`src/rtl/rotary_pkg.sv`:
```
// Shared state encodings, direction constants and sizing helper for the
// rotary value controller.
package rotary_pkg;

  typedef enum logic {
    ST_SLOW = 1'b0,
    ST_FAST = 1'b1
  } accel_state_t;

  localparam logic DIR_CW  = 1'b1;
  localparam logic DIR_CCW = 1'b0;

  // Number of bits needed to encode 0..n-1, never less than one.
  function automatic int clog2(input int n);
    int bits;
    int span;
    bits = 32'sd0;
    span = 32'sd1;
    while (span < n) begin
      span = span * 32'sd2;
      bits = bits + 32'sd1;
    end
    return (bits < 32'sd1) ? 32'sd1 : bits;
  endfunction

endpackage

```
`src/rtl/rotary_accel_fsm.sv`:
```
// Speed detector: step-interval timer, quick-step streak counter and SLOW/FAST
// state; produces the step size for the value arithmetic.
module rotary_accel_fsm
  import rotary_pkg::*;
#(
  parameter int VALUE_WIDTH  = 8,
  parameter int ACCEL_WINDOW = 50000,
  parameter int ACCEL_STREAK = 3,
  parameter int ACCEL_STEP   = 4
) (
  input  logic                   i_clk,
  input  logic                   i_rst,
  input  logic                   i_step,
  input  logic                   i_dir,
  input  logic                   i_clear,
  output logic                   o_fast,
  output logic [VALUE_WIDTH-1:0] o_delta
);

  localparam int TW = clog2(ACCEL_WINDOW + 1);
  localparam int SW = clog2(ACCEL_STREAK + 1);
  localparam logic [TW-1:0] TIMER_SAT   = TW'(ACCEL_WINDOW);
  localparam logic [SW-1:0] STREAK_FULL = SW'(ACCEL_STREAK);

  accel_state_t           state_r, state_s;
  logic [TW-1:0]          timer_r, timer_s;
  logic [SW-1:0]          streak_r, streak_s;
  logic                   last_dir_r, last_dir_s;
  logic                   quick_s;
  logic [VALUE_WIDTH-1:0] delta_s;

  // Next-state logic: clear dominates, then a step, otherwise idle timing.
  always_comb begin
    state_s    = state_r;
    timer_s    = timer_r;
    streak_s   = streak_r;
    last_dir_s = last_dir_r;
    delta_s    = VALUE_WIDTH'(1);
    quick_s    = (timer_r < TIMER_SAT) && (i_dir == last_dir_r);
    if (i_clear) begin
      state_s  = ST_SLOW;
      timer_s  = TIMER_SAT;
      streak_s = SW'(0);
    end else if (i_step) begin
      timer_s    = TW'(0);
      last_dir_s = i_dir;
      case (state_r)
        ST_SLOW: begin
          // The step completing the streak still moves by one.
          if (quick_s) begin
            streak_s = streak_r + SW'(1);
            if (streak_s == STREAK_FULL) state_s = ST_FAST;
            else state_s = ST_SLOW;
          end else begin
            streak_s = SW'(0);
          end
        end
        ST_FAST: begin
          if (quick_s) begin
            delta_s = VALUE_WIDTH'(ACCEL_STEP);
          end else begin
            state_s  = ST_SLOW;
            streak_s = SW'(0);
          end
        end
        default: begin
          state_s  = ST_SLOW;
          streak_s = SW'(0);
        end
      endcase
    end else begin
      if (timer_r < TIMER_SAT) timer_s = timer_r + TW'(1);
      else timer_s = TIMER_SAT;
      // Leave FAST on the same edge the timer reaches the window.
      if ((state_r == ST_FAST) && (timer_s == TIMER_SAT)) begin
        state_s  = ST_SLOW;
        streak_s = SW'(0);
      end else begin
        state_s = state_r;
      end
    end
  end

  // State, timer, streak and last-direction registers.
  always_ff @(posedge i_clk or posedge i_rst) begin
    if (i_rst) begin
      state_r    <= ST_SLOW;
      timer_r    <= TIMER_SAT;
      streak_r   <= SW'(0);
      last_dir_r <= DIR_CW;
    end else begin
      state_r    <= state_s;
      timer_r    <= timer_s;
      streak_r   <= streak_s;
      last_dir_r <= last_dir_s;
    end
  end

  assign o_fast  = (state_r == ST_FAST);
  assign o_delta = delta_s;

endmodule

```
`src/rtl/rotary_value_ctrl.sv`:
```
// Bounded user-parameter register driven by encoder steps, with load port and saturate/wrap range.
// Acceleration is built only when ROTARY_ACCEL_EN is defined.
module rotary_value_ctrl
  import rotary_pkg::*;
#(
  parameter int VALUE_WIDTH  = 8,
  parameter int VALUE_MIN    = 0,
  parameter int VALUE_MAX    = 255,
  parameter int VALUE_RESET  = 0,
  parameter int WRAP         = 0,
  parameter int ACCEL_WINDOW = 50000,
  parameter int ACCEL_STREAK = 3,
  parameter int ACCEL_STEP   = 4
) (
  input  logic                   i_clk,
  input  logic                   i_rst,
  input  logic                   i_cnt,
  input  logic                   i_cnt_cw,
  input  logic                   i_load,
  input  logic [VALUE_WIDTH-1:0] i_load_value,
  output logic [VALUE_WIDTH-1:0] o_value,
  output logic                   o_changed,
  output logic                   o_at_min,
  output logic                   o_at_max,
  output logic                   o_fast
);

  localparam int XW = VALUE_WIDTH + 2;
  localparam logic signed [XW-1:0]  MIN_X   = XW'(VALUE_MIN);
  localparam logic signed [XW-1:0]  MAX_X   = XW'(VALUE_MAX);
  localparam logic signed [XW-1:0]  RANGE_X = XW'(VALUE_MAX - VALUE_MIN + 1);
  localparam logic [VALUE_WIDTH-1:0] MIN_V   = VALUE_WIDTH'(VALUE_MIN);
  localparam logic [VALUE_WIDTH-1:0] MAX_V   = VALUE_WIDTH'(VALUE_MAX);
  localparam logic [VALUE_WIDTH-1:0] RESET_V = VALUE_WIDTH'(VALUE_RESET);

  if (!((VALUE_MIN >= 32'sd0) && (VALUE_MIN < VALUE_MAX) &&
        (VALUE_MAX < (32'sd1 <<< VALUE_WIDTH)) &&
        (VALUE_RESET >= VALUE_MIN) && (VALUE_RESET <= VALUE_MAX) &&
        ((WRAP == 32'sd0) || (WRAP == 32'sd1)) &&
        (ACCEL_WINDOW > 32'sd0) && (ACCEL_STREAK > 32'sd0) &&
        (ACCEL_STEP > 32'sd1) && (ACCEL_STEP <= VALUE_MAX - VALUE_MIN))) begin : g_bad_cfg
    $error("rotary_value_ctrl: illegal parameter combination");
  end

  logic                   cw_s;
  logic                   fast_s;
  logic [VALUE_WIDTH-1:0] delta_s;
  logic [VALUE_WIDTH-1:0] value_r, next_s;
  logic signed [XW-1:0]   cand_s, adj_s;
  logic                   changed_r, at_min_r, at_max_r;

  assign cw_s = (i_cnt_cw != DIR_CCW);

`ifdef ROTARY_ACCEL_EN
  logic step_s;
  // A load drops a coincident step, so the detector never sees it.
  assign step_s = i_cnt & ~i_load;

  rotary_accel_fsm #(
    .VALUE_WIDTH  (VALUE_WIDTH),
    .ACCEL_WINDOW (ACCEL_WINDOW),
    .ACCEL_STREAK (ACCEL_STREAK),
    .ACCEL_STEP   (ACCEL_STEP)
  ) u_accel (
    .i_clk   (i_clk),
    .i_rst   (i_rst),
    .i_step  (step_s),
    .i_dir   (i_cnt_cw),
    .i_clear (i_load),
    .o_fast  (fast_s),
    .o_delta (delta_s)
  );
`else
  assign delta_s = VALUE_WIDTH'(1);
  assign fast_s  = 1'b0;
`endif

  // Candidate value from load or step, then clamp (or wrap a step overshoot).
  always_comb begin
    if (i_load) begin
      cand_s = $signed({2'b00, i_load_value});
    end else if (i_cnt) begin
      if (cw_s) cand_s = $signed({2'b00, value_r}) + $signed({2'b00, delta_s});
      else cand_s = $signed({2'b00, value_r}) - $signed({2'b00, delta_s});
    end else begin
      cand_s = $signed({2'b00, value_r});
    end
    adj_s = cand_s;
    if (cand_s > MAX_X) begin
      if ((WRAP != 32'sd0) && !i_load) adj_s = cand_s - RANGE_X;
      else adj_s = MAX_X;
    end else if (cand_s < MIN_X) begin
      if ((WRAP != 32'sd0) && !i_load) adj_s = cand_s + RANGE_X;
      else adj_s = MIN_X;
    end else begin
      adj_s = cand_s;
    end
    next_s = VALUE_WIDTH'(adj_s);
  end

  // Value register with its change strobe and limit flags.
  always_ff @(posedge i_clk or posedge i_rst) begin
    if (i_rst) begin
      value_r   <= RESET_V;
      changed_r <= 1'b0;
      at_min_r  <= (RESET_V == MIN_V);
      at_max_r  <= (RESET_V == MAX_V);
    end else begin
      value_r   <= next_s;
      changed_r <= (next_s != value_r);
      at_min_r  <= (next_s == MIN_V);
      at_max_r  <= (next_s == MAX_V);
    end
  end

  assign o_value   = value_r;
  assign o_changed = changed_r;
  assign o_at_min  = at_min_r;
  assign o_at_max  = at_max_r;
  assign o_fast    = fast_s;

endmodule
```
`config.mk`:
```
export PLATFORM = sky130hd
export DESIGN_NAME = rotary_value_ctrl
export DESIGN_NICKNAME = d
export VERILOG_FILES = /design/src/rtl/rotary_pkg.sv /design/src/rtl/rotary_accel_fsm.sv /design/src/rtl/rotary_value_ctrl.sv
export SDC_FILE = /design/constraint.sdc
export NUM_CORES = 1
export LEC_CHECK = 0
export BUFFER_PORTS_ARGS = -buffer_cell sky130_fd_sc_hd__buf_4
export CORE_MARGIN = 2
export CORE_UTILIZATION = 31
export DETAILED_ROUTE_END_ITERATION = 6
export GPL_ROUTABILITY_DRIVEN = 0
export GPL_TIMING_DRIVEN = 0
export SYNTH_ARGS = -nofsm -noshare
export SYNTH_HDL_FRONTEND = slang
export SYNTH_SLANG_ARGS = --single-unit
```
`constraint.sdc`:
```
create_clock -name i_clk -period 3.9 [get_ports i_clk]
set_clock_uncertainty 0.05 [all_clocks]
set_input_delay 0.585 -clock i_clk [delete_from_list [all_inputs] [get_ports i_clk]]
set_output_delay 0.585 -clock i_clk [all_outputs]
set_load 0.005 [all_outputs]
```
After elaboration in Yosys (flattened, before gate mapping)
Cells that the tools add are included.
{ "totals": {"register_bits": 11, "inputBits": 13, "out_inout_bits": 12, "elab_cells": 16} }
{ "op_classes": {"add_sub_neg": 2, "magnitude_cmp": 2, "eq_ne": 2, "muxes": 5, "reduce_logical": 1} }
{ "op_table": {"columns": ["operator", "count"], "rows": [
  ["10-bit two-way mux", 3],
  ["8-bit two-way mux", 2],
  ["10-bit by 9-bit > comparator with 1-bit output (second input constant)", 1],
  ["10-bit by 1-bit < comparator with 1-bit output (second input constant)", 1],
  ["8-bit by 1-bit adder with 9-bit output (second input constant)", 1],
  ["8-bit by 1-bit subtractor with 9-bit output (second input constant)", 1],
  ["8-bit == test (second input constant)", 1],
  ["8-bit logical NOT", 1],
  ["8-bit != test", 1]
]} }

Logic depth before layout (Yosys ltp)
Gate-level depths: netlist of the first run.
{ "logic_depth": {"word_depth": 8, "depth_mapped": 11, "ltp_nobuf": 9} }

Worst setup path after synthesis of the first run
Ideal clock, no wire load.
{ "synth_timing": {"kind": "flip-flop to flip-flop", "startpoint": "reg value_r[0], in the netlist o_value[0]", "endpoint": "reg changed_r, in the netlist o_changed", "setup_time_ps": 126, "t_arrival_ps": 2207, "required_ps": 3724, "slack_ps": 1517, "stages_incl_launch_ff": 11, "path_buffers": 2, "synth_period_minus_slack_ps": 2383, "cell_sequence": "dfrtp_1 buf_2 inv_1 ha_1 or4b_4 nand3b_4 buf_6 a21oi_1 xnor2_1 o2111ai_1 a311o_1"} }
{ "synth_between": {"elab_chain_len": 8, "word_cells_on_any_way": 10, "cone_classes": "add/sub: 2; order compare: 2; eq/ne: 1; mux: 5"} }
{ "synth_rtl": {"columns": ["element", "line_no", "source"], "rows": [
  ["start: declaration", "rotary_value_ctrl.sv:48", "logic [VALUE_WIDTH-1:0] value_r, next_s;"],
  ["start signal: assignment", "rotary_value_ctrl.sv:109", "value_r <= next_s;"],
  ["8-bit by 1-bit subtractor with 9-bit output / 8-bit by 1-bit adder with 9-bit output (equally long branches)", "rotary_value_ctrl.sv:84, rotary_value_ctrl.sv:83", null],
  ["10-bit two-way mux", "rotary_value_ctrl.sv:83", "if (cw_s) cand_s = $signed({2'b00, value_r}) + $signed({2'b00, delta_s});"],
  ["10-bit two-way mux", "rotary_value_ctrl.sv:82", "end else if (i_cnt) begin"],
  ["10-bit two-way mux", "rotary_value_ctrl.sv:80", "if (i_load) begin"],
  ["10-bit by 1-bit < comparator with 1-bit output", "rotary_value_ctrl.sv:92", "end else if (cand_s < MIN_X) begin"],
  ["8-bit two-way mux", "rotary_value_ctrl.sv:92", null],
  ["8-bit two-way mux", "rotary_value_ctrl.sv:89", "if (cand_s > MAX_X) begin"],
  ["8-bit != test (*)", "rotary_value_ctrl.sv:110", "changed_r <= (next_s != value_r);"],
  ["end signal: assignment", "rotary_value_ctrl.sv:110", null],
  ["end: declaration", "rotary_value_ctrl.sv:50", "logic changed_r, at_min_r, at_max_r;"]
]} }
Every way passes the cells marked *; elsewhere a longest branch is shown, timed or not.

Worst setup path in the final report of the first run
Same ends and word-level chain as after synthesis.

==> metrics.txt, run 1 <==
post-synthesis to final-layout area growth=23.33%; CTS tree=built; Fin Setup TNS=0 ns; post-synth top area share=0.2345; pin count of the biggest net entering global routing=12; final hold slack=roughly 0.25 ns; final setup violating endpoints=0; via count=1088; top post-synthesis cells by area=dfrtp_1, nand2_1, xnor2_1, nor2_1, a21oi_1; Synth area leader=dfrtp_1; DP HPWL=between 2 and 2.5 mm; syn nets=around 150; Core Rows=21; Hold Buf Count CTS=0; final hold vios=0; Rel. slew slack=0.5508; #FFs+latches synth=11; TritonCTS buffer count=3; CP Launch Type=flip-flop; core area=about 3300 um2; share of cells above drive strength 1=0.2611; Slew Viols, Final=0; # IOs=25; DR iter-0 viols=82; Req. time, crit path=4.00 ns; number of global-route vias before repair=1030; GRT overflow=0; post-synthesis async set-or-reset flop share=1.000; PD cells=around 290 nW/um2; post-synthesis sequential area ratio=0.2591; CTS clk-pin slew, worst paths=0.08 ns; post-CTS setup buffers=0; Routed WL=about 2.8 mm; # DRC=0; Initial Utilization=0.3224; Hold WC Path Type=primary input to async pin; Mapped Avg Cell Area=approximately 8 um2; leakage power total=approximately 0.60 nW; RSZ-0062 raised after global routing=false; FMAX=slightly below 400 MHz; Least-Margin Pin Slew=~0.67 ns; clk sink count=11; Post-Syn Instances=around 130; fin crit share=0.6649; Die Footprint=~4000 um2; Clock Latency Late Sink=0.28 ns; CTS Root Cell=clkbuf_4; Max-Cap Viols=0; Final ANT Viol Nets=0; CTS H-tree lvls=1; Peak VDD IR=between 0.00009 and 0.0001 V; Clock Tree Buf Depth=2; vias per inst=approximately 5.4; CP Class=flip-flop to flip-flop; Final #Nets=173; Worst Path Max Fanout=10; initial antenna violation count=0; Post-synth EDFFs=0; Antenna Cells=0; I/O Buffers=22; global-route wire length before repair=about 4.7 mm; status=finished clean; crit path DAT=roughly 2.7 ns; minimum clock period=2.593 ns; All-Layer GR Usage=0.1480; first-pass iteration count of the detailed router=4; wire length per cell=about 14 um; warnings from Yosys=0; Core Util, Final=0.3976; crit end category=flip-flop; die width=approximately 63 um; main flop type after synthesis=dfrtp_1; post-synth cell types=51; synthesized area=approximately 1100 um2; Resize count post-CTS=0; die height=roughly 63 um
worst max-delay path: stages (launching register included):
cell	delay, ns
dfrtp_1	0.40
buf_2	0.18
inv_1	0.07
ha_1	0.15
or4b_4	0.49
nand3b_4	0.18
buf_6	0.16
a21oi_1	0.20
xnor2_1	0.15
o2111ai_1	0.14
a311o_1	0.30
state kept, by name, summed over array words and instances (netlist names):
signal / count
o_at_max: 1
o_at_min: 1
o_changed: 1
o_value: 8
power breakdown:
group          total (mW)  internal, mW  switching (mW)
Clock              0.0795        0.0396          0.0398
Combinational       0.158        0.0756          0.0826
Sequential          0.141         0.125          0.0154
metal layers:
| metal | wire [um] | GRT usage | share of wire | vias up |
|---|---|---|---|---|
| li1 | - | - | - | 526 |
| met5 | 0 | 0 | 0 | - |
| met3 | 136 | 0.01081 | 0.048 | 5 |
| met1 | 1268 | 0.1984 | 0.45 | 521 |
| met2 | 1382 | 0.2487 | 0.49 | 36 |
| met4 | 42 | 0.05556 | 0.015 | 0 |
cell type report:
| type | instances | area [um2] |
|---|---|---|
| Timing Repair Buffer | 22 | 165.2 |
| Buffer | 10 | 58.81 |
| Inverter | 6 | 22.52 |
| Sequential cell | 11 | 276.5 |
| Multi-Input combinational cell | 104 | 709.4 |
| Tap cell | 46 | 57.56 |
| Clock buffer | 4 | 26.28 |
| Fill cell | 362 | 1994 |
stage by stage:
stage | setup slack (ns) | cell area, um2 | power (mW) | instances
after floorplan | 1.517 | 1067 | 0.2455 | 131
after global placement | 1.276 | 1290 | 0.2957 | 199
after detailed placement | 1.242 | 1290 | 0.2985 | 199
after CTS | 1.290 | 1316 | 0.3782 | 203
after global routing | 1.135 | 1316 | 0.4033 | 203
final | 1.307 | 1316 | 0.3783 | 203
path summary, 6_finish.rpt:
check	startpoint	to	slack, ns	depth (start not counted)
setup / recovery	o_value[0]$_DFF_PP0_	o_changed$_DFF_PP0_	1.31	10
hold / removal	i_rst	o_value[5]$_DFF_PP0_	0.25	2
setup reg to reg	o_value[0]$_DFF_PP0_	o_changed$_DFF_PP0_	1.31	10
hold reg to reg	o_value[7]$_DFF_PP0_	o_value[7]$_DFF_PP0_	0.78	2
max in group asynchronous	i_rst	o_at_min$_DFF_PP1_	3.20	2
min in group i_clk	i_load_value[0]	o_value[0]$_DFF_PP0_	0.70	5
placed cells by master (no fill, tap or decap), types with 4 or more instances in the layout:
| cell type | instances |
|---|---|
| nand4_1 | 4 |
| nor2_1 | 12 |
| inv_1 | 4 |
| dfrtp_1 | 10 |
| clkbuf_1 | 6 |
| xnor2_1 | 6 |
| nor3_1 | 4 |
| buf_4 | 23 |
| a21oi_1 | 8 |
| o21ai_0 | 8 |
| nand2_1 | 15 |
cells in the mapped netlist, types with 2 or more instances:
cell type,number
nor2b_1,2
nand2b_1,2
o21a_1,2
clkbuf_1,5
o21ai_0,8
a21o_1,2
mux2i_1,2
nand4_1,4
a22oi_1,2
ha_1,2
o21ai_1,2
buf_2,2
dfrtp_1,10
a21oi_1,8
nand3_1,2
nor2_1,12
nand2_1,15
nor3_1,4
xnor2_1,6
xor2_1,3
buf_6,2
and4_1,2
inv_1,4
cell families (layout without fill, tap and decap cells):
| family | Yosys count | after routing | share of synthesized area |
|---|---|---|---|
| flip-flops | 11 | 11 | 0.2591 |
| other | 1 | 1 | 0.003514 |
| AND/OR/NAND/NOR | 52 | 52 | 0.2849 |
| XOR/XNOR | 9 | 9 | 0.07386 |
| buffers and inverters | 16 | 42 | 0.07619 |
| multiplexers | 3 | 3 | 0.02931 |
| AO/OA/AOI/OAI | 37 | 37 | 0.2497 |
| adder cells (fa/ha/maj) | 2 | 2 | 0.02344 |
(Power assumes the default switching activity.)
==> inputs of run 2 (changes only) <==
- ABC_AREA: default -> 1
- clock period: 3.9 -> 2.5 ns (I/O delays scaled with it)
==> run 2 against run 1 <==
  * Hold slack worse by 0.20 ns
  * Global-route usage down 0.43 points
  * Sequential power is 55% higher
  * Clock power increased by 47%
  * Combinational power grew 37%
  * Critical path depth is 1 higher
  * Flip-flop and latch count is the same
  * Maximum frequency grew 30%
  * Cell count increased by 18%
  * Synthesized cell count rose by 28%
  * Largest cell class unchanged
==> metrics.txt, run 2 <==
status=finished clean; CTS tree=built; setup slack at placement=0.4884 ns (-0.7536 ns); Max-Cap Viols=0 (unchanged); count leader, synth=nand2_1; Resize count post-CTS=0 (unchanged); most used cell, CP=nand3_1; main flop type after synthesis=dfrtp_1; # DRC=0 (unchanged); post-CTS setup buffers=0 (unchanged); CTS H-tree lvls=1 (unchanged); Peak VDD IR=0.0002263 V (+140%); Routed WL=2.684 mm (-5.2%); final hold slack=0.05132 ns (-0.2037 ns); Fin Setup TNS=0 ns (unchanged); Slew Viols, Final=0 (unchanged); Placement Cell Area=1315 um2 (+1.9%); crit end category=flip-flop; CP Class=flip-flop to flip-flop; I/O Buffers=22 (unchanged); CTS clk-pin slew, worst paths=0.07 ns (about the same); leakage power total=0.6716 nW (+12%); CTS Root Cell=clkbuf_4; core area=3363 um2 (+1.6%); #FFs+latches synth=11 (unchanged); commonest non-fill, non-tap cell in the layout=nand2_1; Die Footprint=4014 um2 (+2.2%); post-synthesis to final-layout area growth=22.80%; Clock Tree Buf Depth=2 (unchanged); warnings from Yosys=0 (unchanged); DP HPWL=2.189 mm (+2.2%); slowest cell delay on critical path=0.44 ns (-0.05 ns); PnR Total Power=552.4 uW (+46%); post-synth top area share=0.2291 (-0.005372); RSZ-0062 raised after global routing=false; vias per inst=4.733 (-12%); pin count of the biggest net entering global routing=12 (unchanged); Post-synth top cells=nand2_1, nand3_1, nor2_1, inv_1, dfrtp_1; die width=63.36 um (+1.1%); syn nets=183 (+25%); Final #Nets=210 (+21%); PD cells=411.8 nW/um2 (+43%); crit path DAT=2.08 ns (-0.61 ns); wire length per cell=11.18 um (-20%); Mapped Avg Cell Area=6.502 um2 (-20%); critical path cell sequence=inv_1 -> ha_1 -> nand3_2 -> nor2_4 -> inv_2 -> nand2_2 -> nand2_4 -> xor2_1 -> nand3_1 -> nor2_1 -> nand3_1; post-route design area=1341 um2 (+1.9%); DR iter-0 viols=60 (-27%); Core Rows=21 (unchanged); Clock Latency Late Sink=0.26 ns (-0.02 ns); Post-synth EDFFs=0 (unchanged); top post-synthesis cells by area=dfrtp_1, nand2_1, nand3_1, nor2_1, nand2_2; max reg flops=8 (unchanged); number of global-route vias before repair=1087 (+5.5%); All-Layer GR Usage=0.1438 (-0.004253); Final ANT Viol Nets=0 (unchanged); synthesized area=1092 um2 (+2.3%); Post-Layout Cell Count=240 (+18%); final setup violating endpoints=0 (unchanged); Post-Syn Instances=168 (+28%); final hold vios=0 (unchanged); die height=63.36 um (+1.1%); via count=1136 (+4.4%); fin crit share=0.7981 (+0.1332); global-route wire length before repair=4.698 mm (-0.15%); Synth area leader=dfrtp_1; clk sink count=11 (unchanged); TritonCTS buffer count=3 (unchanged); most frequent cells in the layout=nand2_1, nand3_1, nor2_1, buf_4, inv_1; FMAX=501.2 MHz (+30%); Antenna Cells=0 (unchanged); final worst slack=0.5046 ns (-0.8021 ns); CP Launch Type=flip-flop; minimum clock period=1.995 ns (-0.5979 ns); Core Util, Final=0.3988 (+0.001229); initial antenna violation count=0 (unchanged); post-synthesis async set-or-reset flop share=1.000 (unchanged); # IOs=25 (unchanged); share of cells above drive strength 1=0.2887 (+0.02751); GRT overflow=0 (unchanged); Initial Utilization=0.3248 (+0.002403); Worst Path Max Fanout=7 (-3); Hold WC Path Type=primary input to async pin; Req. time, crit path=2.59 ns (-1.41 ns); first-pass iteration count of the detailed router=4 (unchanged); Hold Buf Count CTS=0 (unchanged); post-synth cell types=30 (-41%); Worst path slowest cell=dfrtp_1; Placed Cells=236 (+19%); post-synthesis sequential area ratio=0.2532 (-0.005936)
-- run 2: cell types whose count changed after synthesis, moves of 3 or more --
cell	change
nor3_2	+3
o21ai_0	-5
nor2_1	+12
a21oi_1	-6
nor3_1	-3
xnor2_1	-6
inv_1	+10
nand3_1	+26
clkbuf_1	-5
nand2_2	+9
nand2_1	+28
-- run 2: critical path: cells and delay by family (launching register included) --
| kind | cells | cell delay, ns |
|---|---|---|
| adder cells (fa/ha/maj) | 1 | 0.22 |
| buffers and inverters | 2 | 0.22 |
| XOR/XNOR | 1 | 0.13 |
| AND/OR/NAND/NOR | 7 | 0.82 |
| flip-flops | 1 | 0.44 |
-- run 2: path summary, 6_finish.rpt --
kind | from | to | slack (ns) | depth (start not counted)
max | o_value[0]$_DFF_PP0_ | o_changed$_DFF_PP0_ | 0.50 | 11
min | i_rst | o_value[1]$_DFF_PP0_ | 0.05 | 2
max reg2reg | o_value[0]$_DFF_PP0_ | o_changed$_DFF_PP0_ | 0.50 | 11
min reg2reg | o_value[7]$_DFF_PP0_ | o_changed$_DFF_PP0_ | 0.62 | 4
max in group asynchronous | i_rst | o_at_min$_DFF_PP1_ | 2.02 | 2
min in group i_clk | i_load_value[1] | o_value[1]$_DFF_PP0_ | 0.37 | 3
-- run 2: layout make-up --
class                   count  area, um2
fillers                   388       2022
multi-input cells         135      705.7
flip-flops and latches     11      276.5
repair buffers             22      165.2
inverters                  16      60.06
well taps                  46      57.56
plain buffers               6      50.05
clock buffers               4      26.28
-- run 2: report_power, final --
| part | switching [mW] | internal (mW) | total, mW |
|---|---|---|---|
| Combinational | 0.126 | 0.0896 | 0.216 |
| Sequential | 0.0269 | 0.192 | 0.219 |
| Clock | 0.0558 | 0.0616 | 0.117 |
| Total | 0.209 | 0.343 | 0.552 |
-- run 2: logic make-up after synthesis --
kind of cell / count (synthesis) / synth area share
buf+inv: 22 / 0.1008
other cells: 1 / 0.003433
fa+ha+maj: 2 / 0.02291
xor+xnor: 1 / 0.008020
simple gates: 123 / 0.5647
compound gates: 8 / 0.04696
flops: 11 / 0.2532
-- run 2: routing by layer --
layer	global-route usage	share of wire	up-vias
met5	0	0	-
met2	0.2329	0.46	27
li1	-	-	595
met1	0.1991	0.49	512
met4	0.04076	0.0037	0
met3	0.01964	0.042	2
==> inputs of run 3 (changes only) <==
- clock period: 2.5 -> 2 ns (I/O delays scaled with it)
==> run 3 against run 2 <==
  * Critical path depth is the same
  * Via count grew 6.0%
  * Cell count grew 4.2%
  * Sequential power grew 27%
  * Die area is the same
  * Utilization grew 4.4 points
  * Largest cell class unchanged
  * Largest power group is now combinational cells
==> metrics.txt, run 3 (synthesis results as in run 2) <==
status=finished clean; Hold WC Path Type=primary input to flip-flop; Final ANT Viol Nets=0 (unchanged); max reg flops=8 (unchanged); Final #Nets=220 (+4.8%); first-pass iteration count of the detailed router=4 (unchanged); Worst path slowest cell=dfrtp_2; CTS H-tree lvls=1 (unchanged); clk sink count=11 (unchanged); critical path's top delay family=simple AND/OR/NAND/NOR gates; Die Footprint=4014 um2 (unchanged); Max-Cap Viols=0 (unchanged); Worst Path Max Fanout=6 (-1); final hold vios=0 (unchanged); FMAX=528.2 MHz (+5.4%); crit end category=flip-flop; Initial Utilization=0.3248 (unchanged); Req. time, crit path=2.14 ns (-0.45 ns); global-route wire length before repair=4.712 mm (+0.30%); CTS Root Cell=clkbuf_4; # IOs=25 (unchanged); leakage power total=0.7177 nW (+6.9%); Placed Cells=236 (unchanged); CTS tree=built; I/O Buffers=22 (unchanged); most frequent cells in the layout=nand2_1, buf_4, nand3_1, nor2_1, nand2_2; minimum clock period=1.893 ns (-0.1022 ns); PnR Total Power=751.8 uW (+36%); via count=1204 (+6.0%); PD cells=504.5 nW/um2 (+23%); CP Class=flip-flop to flip-flop; critical path cell sequence=inv_2 -> ha_4 -> or2_1 -> nand4_1 -> nand3_2 -> nand2_2 -> nand2_4 -> buf_4 -> nor3_2 -> nand3_1 -> nor3_2; commonest non-fill, non-tap cell in the layout=nand2_1; CTS clk-pin slew, worst paths=0.07 ns (about the same); slowest cell delay on critical path=0.44 ns (about the same); Antenna Cells=0 (unchanged); crit path DAT=2.03 ns (-0.05 ns); Clock Latency Late Sink=0.26 ns (about the same); most used cell, CP=nor3_2; Peak VDD IR=0.0002912 V (+29%); TritonCTS buffer count=3 (unchanged); Buf/Inv on CP=2 (unchanged); DP HPWL=2.189 mm (unchanged); die height=63.36 um (unchanged); share of cells above drive strength 1=0.3971 (+0.1084); final setup violating endpoints=0 (unchanged); fin crit share=0.9466 (+0.1484); CP Launch Type=flip-flop; Routed WL=2.976 mm (+11%); vias per inst=4.816 (+1.7%); pin count of the biggest net entering global routing=12 (unchanged); All-Layer GR Usage=0.1441 (+0.0003754); initial antenna violation count=0 (unchanged); final hold slack=0.3035 ns (+0.2522 ns); wire length per cell=11.90 um (+6.4%); core area=3363 um2 (unchanged); Core Rows=21 (unchanged); DR iter-0 viols=74 (+23%); Clock Tree Buf Depth=2 (unchanged); Core Util, Final=0.4431 (+0.04427); Post-Layout Cell Count=250 (+4.2%); # DRC=0 (unchanged); die width=63.36 um (unchanged); post-synthesis to final-layout area growth=36.43%; GRT overflow=0 (unchanged); number of global-route vias before repair=1101 (+1.3%); Slew Viols, Final=0 (unchanged); reg2reg setup slack=0.11 ns (-0.40 ns)
==> run 3: stage by stage <==
stage	setup TNS [ns]	worst slack, ns	instance area, um2
CTS	0	0.01143	1366
finish	0	0.1069	1490
floorplan	0	0.2769	1092
detailed placement	-0.01160	-0.01160	1315
global placement	-0.001927	-0.001927	1315
global route	-0.04317	-0.02459	1490
==> run 3: metal layers <==
layer | vias up | wire length [um] | part of all wire | global-route usage
li1 | 617 | - | - | -
met1 | 554 | 1416 | 0.48 | 0.1980
met2 | 29 | 1407 | 0.47 | 0.2355
met3 | 4 | 133 | 0.045 | 0.01964
met4 | 0 | 19 | 0.0064 | 0.04076
met5 | - | 0 | 0 | 0
==> run 3: worst paths after layout <==
check / startpoint / end / cells past startpoint
max in group asynchronous: i_rst / o_at_min$_DFF_PP1_ / 3
hold reg to reg: o_value[7]$_DFF_PP0_ / o_changed$_DFF_PP0_ / 4
setup reg to reg: o_value[1]$_DFF_PP0_ / o_at_min$_DFF_PP1_ / 11
hold / removal: i_load_value[1] / o_value[1]$_DFF_PP0_ / 3
min in group asynchronous: i_rst / o_value[2]$_DFF_PP0_ / 3
setup / recovery: o_value[1]$_DFF_PP0_ / o_at_min$_DFF_PP1_ / 11
==> run 3: power by group <==
group / total, mW / internal [mW] / switching, mW
logic: 0.326 / 0.146 / 0.180
registers: 0.279 / 0.242 / 0.0369
clock network: 0.147 / 0.0769 / 0.0699
total: 0.752 / 0.465 / 0.287
==> run 3: layout make-up <==
| type | count | area (um2) |
|---|---|---|
| repair buffers | 32 | 246.5 |
| inverters | 16 | 62.56 |
| flip-flops and latches | 11 | 281.5 |
| plain buffers | 6 | 50.05 |
| multi-input cells | 135 | 765.7 |
| well taps | 46 | 57.56 |
| clock buffers | 4 | 26.28 |
| fillers | 374 | 1873 |
==> run 3: worst register-to-register path, delay by kind of cell, from the launching register on <==
| kind | cells | cell delay [ns] |
|---|---|---|
| buffers and inverters | 2 | 0.22 |
| AND/OR/NAND/NOR | 8 | 0.94 |
| adder cells (fa/ha/maj) | 1 | 0.18 |
| flip-flops | 1 | 0.44 |
==> run 3: timing repair <==
action,CTS,global route
hold buffers,1,0
pin swaps,1,14
setup buffers,2,7
setup endpoints to repair,1,3
endpoints found under the hold margin,10,0
gates resized for setup,0,23
